## src/rtl/therm_level_seq_if.sv

```systemverilog
`default_nettype none
// ============================================================================
//  Module   : therm_level_seq_if
//  Purpose  : Request/level bundle between a requester and therm_level_seq.
//  Revision : 1.0  initial release
// ============================================================================
interface therm_level_seq_if #(
    parameter int LEVEL_W = 3
);
    logic               req_valid;
    logic [LEVEL_W-1:0] req_level;
    logic               req_ready;
    logic [LEVEL_W-1:0] dec_out;
    logic               enc_en;
    logic               busy;
    logic               done;

    modport master (
        output req_valid, req_level,
        input  req_ready, dec_out, enc_en, busy, done
    );

    modport slave (
        input  req_valid, req_level,
        output req_ready, dec_out, enc_en, busy, done
    );
endinterface
`default_nettype wire

```

## src/rtl/therm_level_seq.sv

```systemverilog
`default_nettype none
// ============================================================================
//  Module   : therm_level_seq
//  Purpose  : Ramps a thermometer-encoder level one step per STEP_CYCLES clocks
//             toward a requested target; pulses done on arrival.
//  Revision : 1.0  initial release
// ============================================================================
module therm_level_seq #(
    parameter int LEVEL_W     = 3,
    parameter int STEP_CYCLES = 4
) (
    input  wire logic         clk,
    input  wire logic         rst_n,
    therm_level_seq_if.slave  bus
);
    localparam int                 CNT_W     = (STEP_CYCLES > 1) ? $clog2(STEP_CYCLES) : 1;
    localparam logic [CNT_W-1:0]   CNT_LAST  = CNT_W'(STEP_CYCLES - 1);
    localparam logic [CNT_W-1:0]   CNT_ONE   = CNT_W'(1);
    localparam logic [LEVEL_W-1:0] LEVEL_ONE = LEVEL_W'(1);

    typedef enum logic [1:0] {
        IDLE      = 2'd0,
        RAMP_UP   = 2'd1,
        RAMP_DOWN = 2'd2,
        HOLD      = 2'd3
    } state_t;

    state_t             state_q,  state_d;
    logic [CNT_W-1:0]   cnt_q,    cnt_d;
    logic [LEVEL_W-1:0] target_q, target_d;
    logic [LEVEL_W-1:0] dec_q,    dec_d;
    logic               en_q,     en_d;
    logic               ready_q,  ready_d;
    logic               busy_q,   busy_d;
    logic               done_q,   done_d;
    logic               accept;

    assign accept = bus.req_valid & ready_q;

    always_comb begin
        state_d  = state_q;
        cnt_d    = cnt_q;
        target_d = target_q;
        dec_d    = dec_q;
        en_d     = en_q;
        done_d   = 1'b0;

        case (state_q)
            IDLE, HOLD: begin
                if (accept) begin
                    target_d = bus.req_level;
                    cnt_d    = '0;
                    en_d     = 1'b1;
                    if (bus.req_level > dec_q) begin
                        state_d = RAMP_UP;
                    end else if (bus.req_level < dec_q) begin
                        state_d = RAMP_DOWN;
                    end else begin
                        // Already at the target: report completion immediately.
                        state_d = HOLD;
                        done_d  = 1'b1;
                    end
                end
            end
            RAMP_UP, RAMP_DOWN: begin
                if (cnt_q == CNT_LAST) begin
                    cnt_d = '0;
                    dec_d = (state_q == RAMP_UP) ? (dec_q + LEVEL_ONE) : (dec_q - LEVEL_ONE);
                    if (dec_d == target_q) begin
                        state_d = HOLD;
                        done_d  = 1'b1;
                    end
                end else begin
                    cnt_d = cnt_q + CNT_ONE;
                end
            end
            default: state_d = IDLE;
        endcase

        // Handshake flags are registered copies of the next state's role.
        ready_d = (state_d == IDLE) || (state_d == HOLD);
        busy_d  = !ready_d;
    end

    always_ff @(posedge clk or negedge rst_n) begin
        if (!rst_n) begin
            state_q  <= IDLE;
            cnt_q    <= '0;
            target_q <= '0;
            dec_q    <= '0;
            en_q     <= 1'b0;
            ready_q  <= 1'b1;
            busy_q   <= 1'b0;
            done_q   <= 1'b0;
        end else begin
            state_q  <= state_d;
            cnt_q    <= cnt_d;
            target_q <= target_d;
            dec_q    <= dec_d;
            en_q     <= en_d;
            ready_q  <= ready_d;
            busy_q   <= busy_d;
            done_q   <= done_d;
        end
    end

    assign bus.req_ready = ready_q;
    assign bus.dec_out   = dec_q;
    assign bus.enc_en    = en_q;
    assign bus.busy      = busy_q;
    assign bus.done      = done_q;

endmodule
`default_nettype wire
```

## src/flat_wrapper.sv

```systemverilog
// flat-port wrapper written by rule: the top's interface ports become plain ports
module therm_level_seq_flat 
#(
    parameter int LEVEL_W     = 3,
    parameter int STEP_CYCLES = 4
)
  (clk, rst_n, bus_req_valid, bus_req_level, bus_req_ready, bus_dec_out, bus_enc_en, bus_busy, bus_done);
  therm_level_seq_if #(.LEVEL_W(LEVEL_W)) bus_i ();
  input  wire logic clk;
  input  wire logic rst_n;
  input wire logic [$bits(bus_i.req_valid)-1:0] bus_req_valid;
  input wire logic [$bits(bus_i.req_level)-1:0] bus_req_level;
  output wire logic [$bits(bus_i.req_ready)-1:0] bus_req_ready;
  output wire logic [$bits(bus_i.dec_out)-1:0] bus_dec_out;
  output wire logic [$bits(bus_i.enc_en)-1:0] bus_enc_en;
  output wire logic [$bits(bus_i.busy)-1:0] bus_busy;
  output wire logic [$bits(bus_i.done)-1:0] bus_done;
  assign bus_i.req_valid = bus_req_valid;
  assign bus_i.req_level = bus_req_level;
  assign bus_req_ready = bus_i.req_ready;
  assign bus_dec_out = bus_i.dec_out;
  assign bus_enc_en = bus_i.enc_en;
  assign bus_busy = bus_i.busy;
  assign bus_done = bus_i.done;
  therm_level_seq #(.LEVEL_W(LEVEL_W), .STEP_CYCLES(STEP_CYCLES)) u_core (.clk(clk), .rst_n(rst_n), .bus(bus_i));
endmodule
```

## config.mk

```make
export PLATFORM = sky130hd
export DESIGN_NAME = therm_level_seq_flat
export DESIGN_NICKNAME = d
export VERILOG_FILES = /design/src/rtl/therm_level_seq_if.sv /design/src/rtl/therm_level_seq.sv /design/src/flat_wrapper.sv
export SDC_FILE = /design/constraint.sdc
export NUM_CORES = 1
export LEC_CHECK = 0
export CORE_MARGIN = 5
export CORE_UTILIZATION = 54
export CTS_CLUSTER_SIZE = 28
export DETAILED_ROUTE_END_ITERATION = 8
export PLACE_DENSITY_LB_ADDON = 0.15
export SYNTH_ARGS = -nofsm -noshare
export SYNTH_HDL_FRONTEND = slang
export SYNTH_SLANG_ARGS = --single-unit
```

## constraint.sdc

```tcl
create_clock -name clk -period 3.3 [get_ports clk]
set_input_delay 0.33 -clock clk [delete_from_list [all_inputs] [get_ports clk]]
set_output_delay 0.33 -clock clk [all_outputs]
set_load 0.05 [all_outputs]
```

==> run summary <==
The die is 47.32 um tall. Internal power comes to 0.0005712 W. By area the synthesized netlist is led by sky130_fd_sc_hd__dfrtp_1 43%, sky130_fd_sc_hd__ha_1 8.3%, sky130_fd_sc_hd__xor2_1 5.8%. During placement, the flow inserted port buffers numbering 12. At the worst endpoint, the arrival time is 1670 ps. The cell type with the highest aggregate area in the netlist is sky130_fd_sc_hd__dfrtp_1. The worst path in the final design needs a cycle of 1997 ps, including I/O delays and setup. In this run, the number of DRC markers left after iteration 0 of detailed routing was 0.

The analysis attributes to net switching a power of 0.0004681 W. Yosys printed 0 warnings. In this run switching power makes up 45.04% of total power. The run gives 15 as the largest net degree at the start of global routing. In this run the horizontal extent of the chip is 47.32 um. The routed wirelength normalized by instance count was 14.10 um. The most frequently used flop master after synthesis is sky130_fd_sc_hd__dfrtp_1. Timing analysis after detailed placement gives a worst setup slack of 1312 ps.

Counting distinct cell types in the post-synthesis netlist gives 26. The number of antenna diodes in the final layout is 0. The largest stage delay on the critical path is 810 ps. Area of the die: 0.002239 mm2. At the end of routability-driven placement, the weighted congestion stood at 0.7803. For this design, the slowest cell found on the critical path is sky130_fd_sc_hd__clkdlybuf4s50_1. The max-capacitance violation count was 0. The initial utilization of the core area, before any placement, comes to 57.79%. Per report_power, the sequential group accounts for 30.3% of the total. Counting the buffers created by CTS gives 3.

After floorplanning, the core was sized to cover 0.001301 mm2. Counting flops with a built-in enable in the synthesized netlist gives 0. Power comes to 0.001039 W. Setup violations remaining at the end of the flow were counted as 0. After detailed routing, the number of remaining DRC violations is 0.

The tools report the row count as 13. The startpoint identified for the worst register-to-register timing path is u_core.state_q[0]$_DFF_PN0_. The capturing element type of the critical path was an output port. Adding up every negative setup slack in the final design gives 0 ps. Summing all placed instances gives a cell area of 890.9 um2.

The worst setup path is launched from a flop. The average instance in the mapped netlist occupies 10.74 um2. The combined buffer and inverter count along the critical path is 1. TritonCTS built the clock tree.

Instance count after placement with tap cells included: 97. Synthesis produced a netlist whose cell count is 70. The latest clock arrival within the worst-skew pair was 290 ps. In the finished design, the share of the clock period the worst path needs comes to 60.52%. Clock skew on the completed layout was measured at 3.653 ps.

Buffers inserted to repair hold after CTS numbered 0. Leaving out fill and tap cells, the most frequent cell in the layout is sky130_fd_sc_hd__dfrtp_1. In the layout the commonest cells are 13 x sky130_fd_sc_hd__dfrtp_1, 12 x sky130_fd_sc_hd__clkdlybuf4s50_1, 10 x sky130_fd_sc_hd__nand2_1, 6 x sky130_fd_sc_hd__inv_1. Across every metal layer, demand over resource in global routing totals 15.96%.

Relative area change from synthesis to final layout: 23.29%. Worst setup path category: reg2out. For the number of max-slew violations in the final report, the log shows 0. In this run the biggest area consumer among cell types represents 43.26% of the synthesized area.

Average via count per standard cell: 5.109. The total clock sinks is 14, and the aggregate routed wire length is 1424 um. For the vias after detailed routing, the log shows 516.

The wire-length estimate of the detail-placed layout is 1103 um. The mapped netlist covers 752.0 um2. The tools report the number of H-tree levels as 1.

The run gives 577 as the number of global-route vias before repair. The count of final hold-check violations is 0, and the achievable clock frequency is 0.5007 GHz. For the number of antenna violations at the first check in global routing, the log shows 0. Setup repair after global routing left no endpoint under its margin. The proportion of synthesized chip area in sequential cells was 46.76%.

At the worst endpoint, the required time is 2970 ps. VDD sags by at most 0.6204 mV. In this run the post-CTS setup repair buffer count came out at 0. At the pin with the least slew margin, the transition time is 629.5 ps. No sink is reached through more buffers than the 2 on the longest clock path. The cell sitting at the root of the clock tree is a sky130_fd_sc_hd__clkbuf_4. The share of total power dissipated in the clock network is 12.5%. Headroom to the max-slew limit: 57.90%. In this run the register-to-register setup slack is 1300 ps. After routing the design area is 927.1 um2. The run finished with clean final reports. For the part of the total power dissipated in combinational logic, the log shows 57.2%. Walking the worst path, the cells encountered are clkdlybuf4s50_1.

In this run the static leakage power is 0.4438 nW. The number of synthesized register bits came out at 14. The run gives 0 as the residual antenna-violating net count after detailed routing. In the final layout, the share of cells above drive strength 1 is 13.95%.

The count of cells in the finished layout, fillers not included, comes to 101. The tools report the final worst setup slack as 1303 ps. Global-route wire length before repair: 2463 um. The worst hold path belongs to the class in2async. The net count of the finished layout is 99. Power spread over the standard cell area amounts to 1121 mW/mm2. The startpoint of the worst setup timing path is u_core.bus.req_ready$_DFF_PN1_.

After clock tree synthesis, the clock-pin slew on the worst setup and hold paths is 90 ps. The largest fanout of any net on the critical path was 4. The number of nets handed over by synthesis was 82. Dominant delay contributor by cell family on the critical path: buffers and inverters. The total congestion overflow is 0, and the async set-or-reset flop fraction in the synthesized netlist is 100.0%. After filler insertion, the fill cell instance count of the layout stands at 90. The iteration count of the initial detailed-routing pass was 1; the top-level I/O count was 13.

The number of instances resized during post-cts repair is 0.
[through the flow]
stage | util, % | hold WS, ps
2_1_floorplan | - | 34.41
4_1_cts | 71.25 | 457.3
3_5_place_dp | 68.46 | 452.9
6_report | 71.25 | 424.8
3_3_place_gp | 68.46 | 453.1
5_1_grt | 71.25 | 480.3
[synthesized netlist by cell type (2+ instances only)]
library cell	count
sky130_fd_sc_hd__a21boi_1	2
sky130_fd_sc_hd__dfrtp_1	13
sky130_fd_sc_hd__ha_1	5
sky130_fd_sc_hd__inv_1	6
sky130_fd_sc_hd__nand2_1	10
sky130_fd_sc_hd__nand2b_1	2
sky130_fd_sc_hd__nand3_1	3
sky130_fd_sc_hd__nor2_1	2
sky130_fd_sc_hd__o21ai_0	2
sky130_fd_sc_hd__o21ai_1	3
sky130_fd_sc_hd__xnor2_1	3
sky130_fd_sc_hd__xor2_1	5
[path summary, 6_finish.rpt]
check / endpoint / depth (start not counted)
worst min-delay path: u_core.target_q[2]$_DFFE_PN0P_ / 1
worst max register to register: u_core.bus.busy$_DFF_PN0_ / 6
max in group asynchronous: u_core.cnt_q[1]$_DFFE_PN0P_ / 1
worst max-delay path: bus_req_ready / 1
min in group clk: u_core.bus.enc_en$_DFFE_PN0P_ / 1
worst min register to register: u_core.bus.enc_en$_DFFE_PN0P_ / 1
[logic make-up after synthesis]
logic type | after synthesis | synth area share [%]
and+or+nand+nor | 24 | 18.97
DFF | 14 | 46.76
buffers and inverters | 6 | 2.995
xor gates and xnor gates | 8 | 9.318
adders and majority gates | 6 | 10.98
AOI/OAI and AO/OA | 12 | 10.98
[sequential cells by signal (all words and copies together) (netlist names)]
signal	count
u_core.bus.busy	1
u_core.bus.dec_out	3
u_core.bus.done	1
u_core.bus.enc_en	1
u_core.bus.req_ready	1
u_core.cnt_q	2
u_core.state_q	2
u_core.target_q	3
[power groups by stage]
stage	registers, W	logic (W)	clock network (W)
final	0.000315	0.000594	0.000129
after detailed placement	0.000317	0.000595	0
after floorplan	0.000419	0.000340	0
after CTS	0.000313	0.000600	0.000129
after global placement	0.000314	0.000579	0
after global routing	0.000324	0.000654	0.000137
[area by class of cell]
class	count	area [um2]	share of cell area, %
Timing Repair Buffer	12	120.1	12.96
Multi-Input combinational cell	50	377.9	40.76
Clock buffer	4	36.28	3.914
Tap cell	15	18.77	2.024
Sequential cell	14	351.6	37.92
Inverter	6	22.52	2.429
[layer usage]
layer	share of wire [%]	routed length, um	up-vias	track usage, %
met4	1.3	18	0	6.077
li1	-	-	263	-
met3	2.9	42	4	3.448
met1	47	667	243	19.71
met2	49	696	6	27.01
met5	0	0	-	0
(Power assumes the default switching activity.)
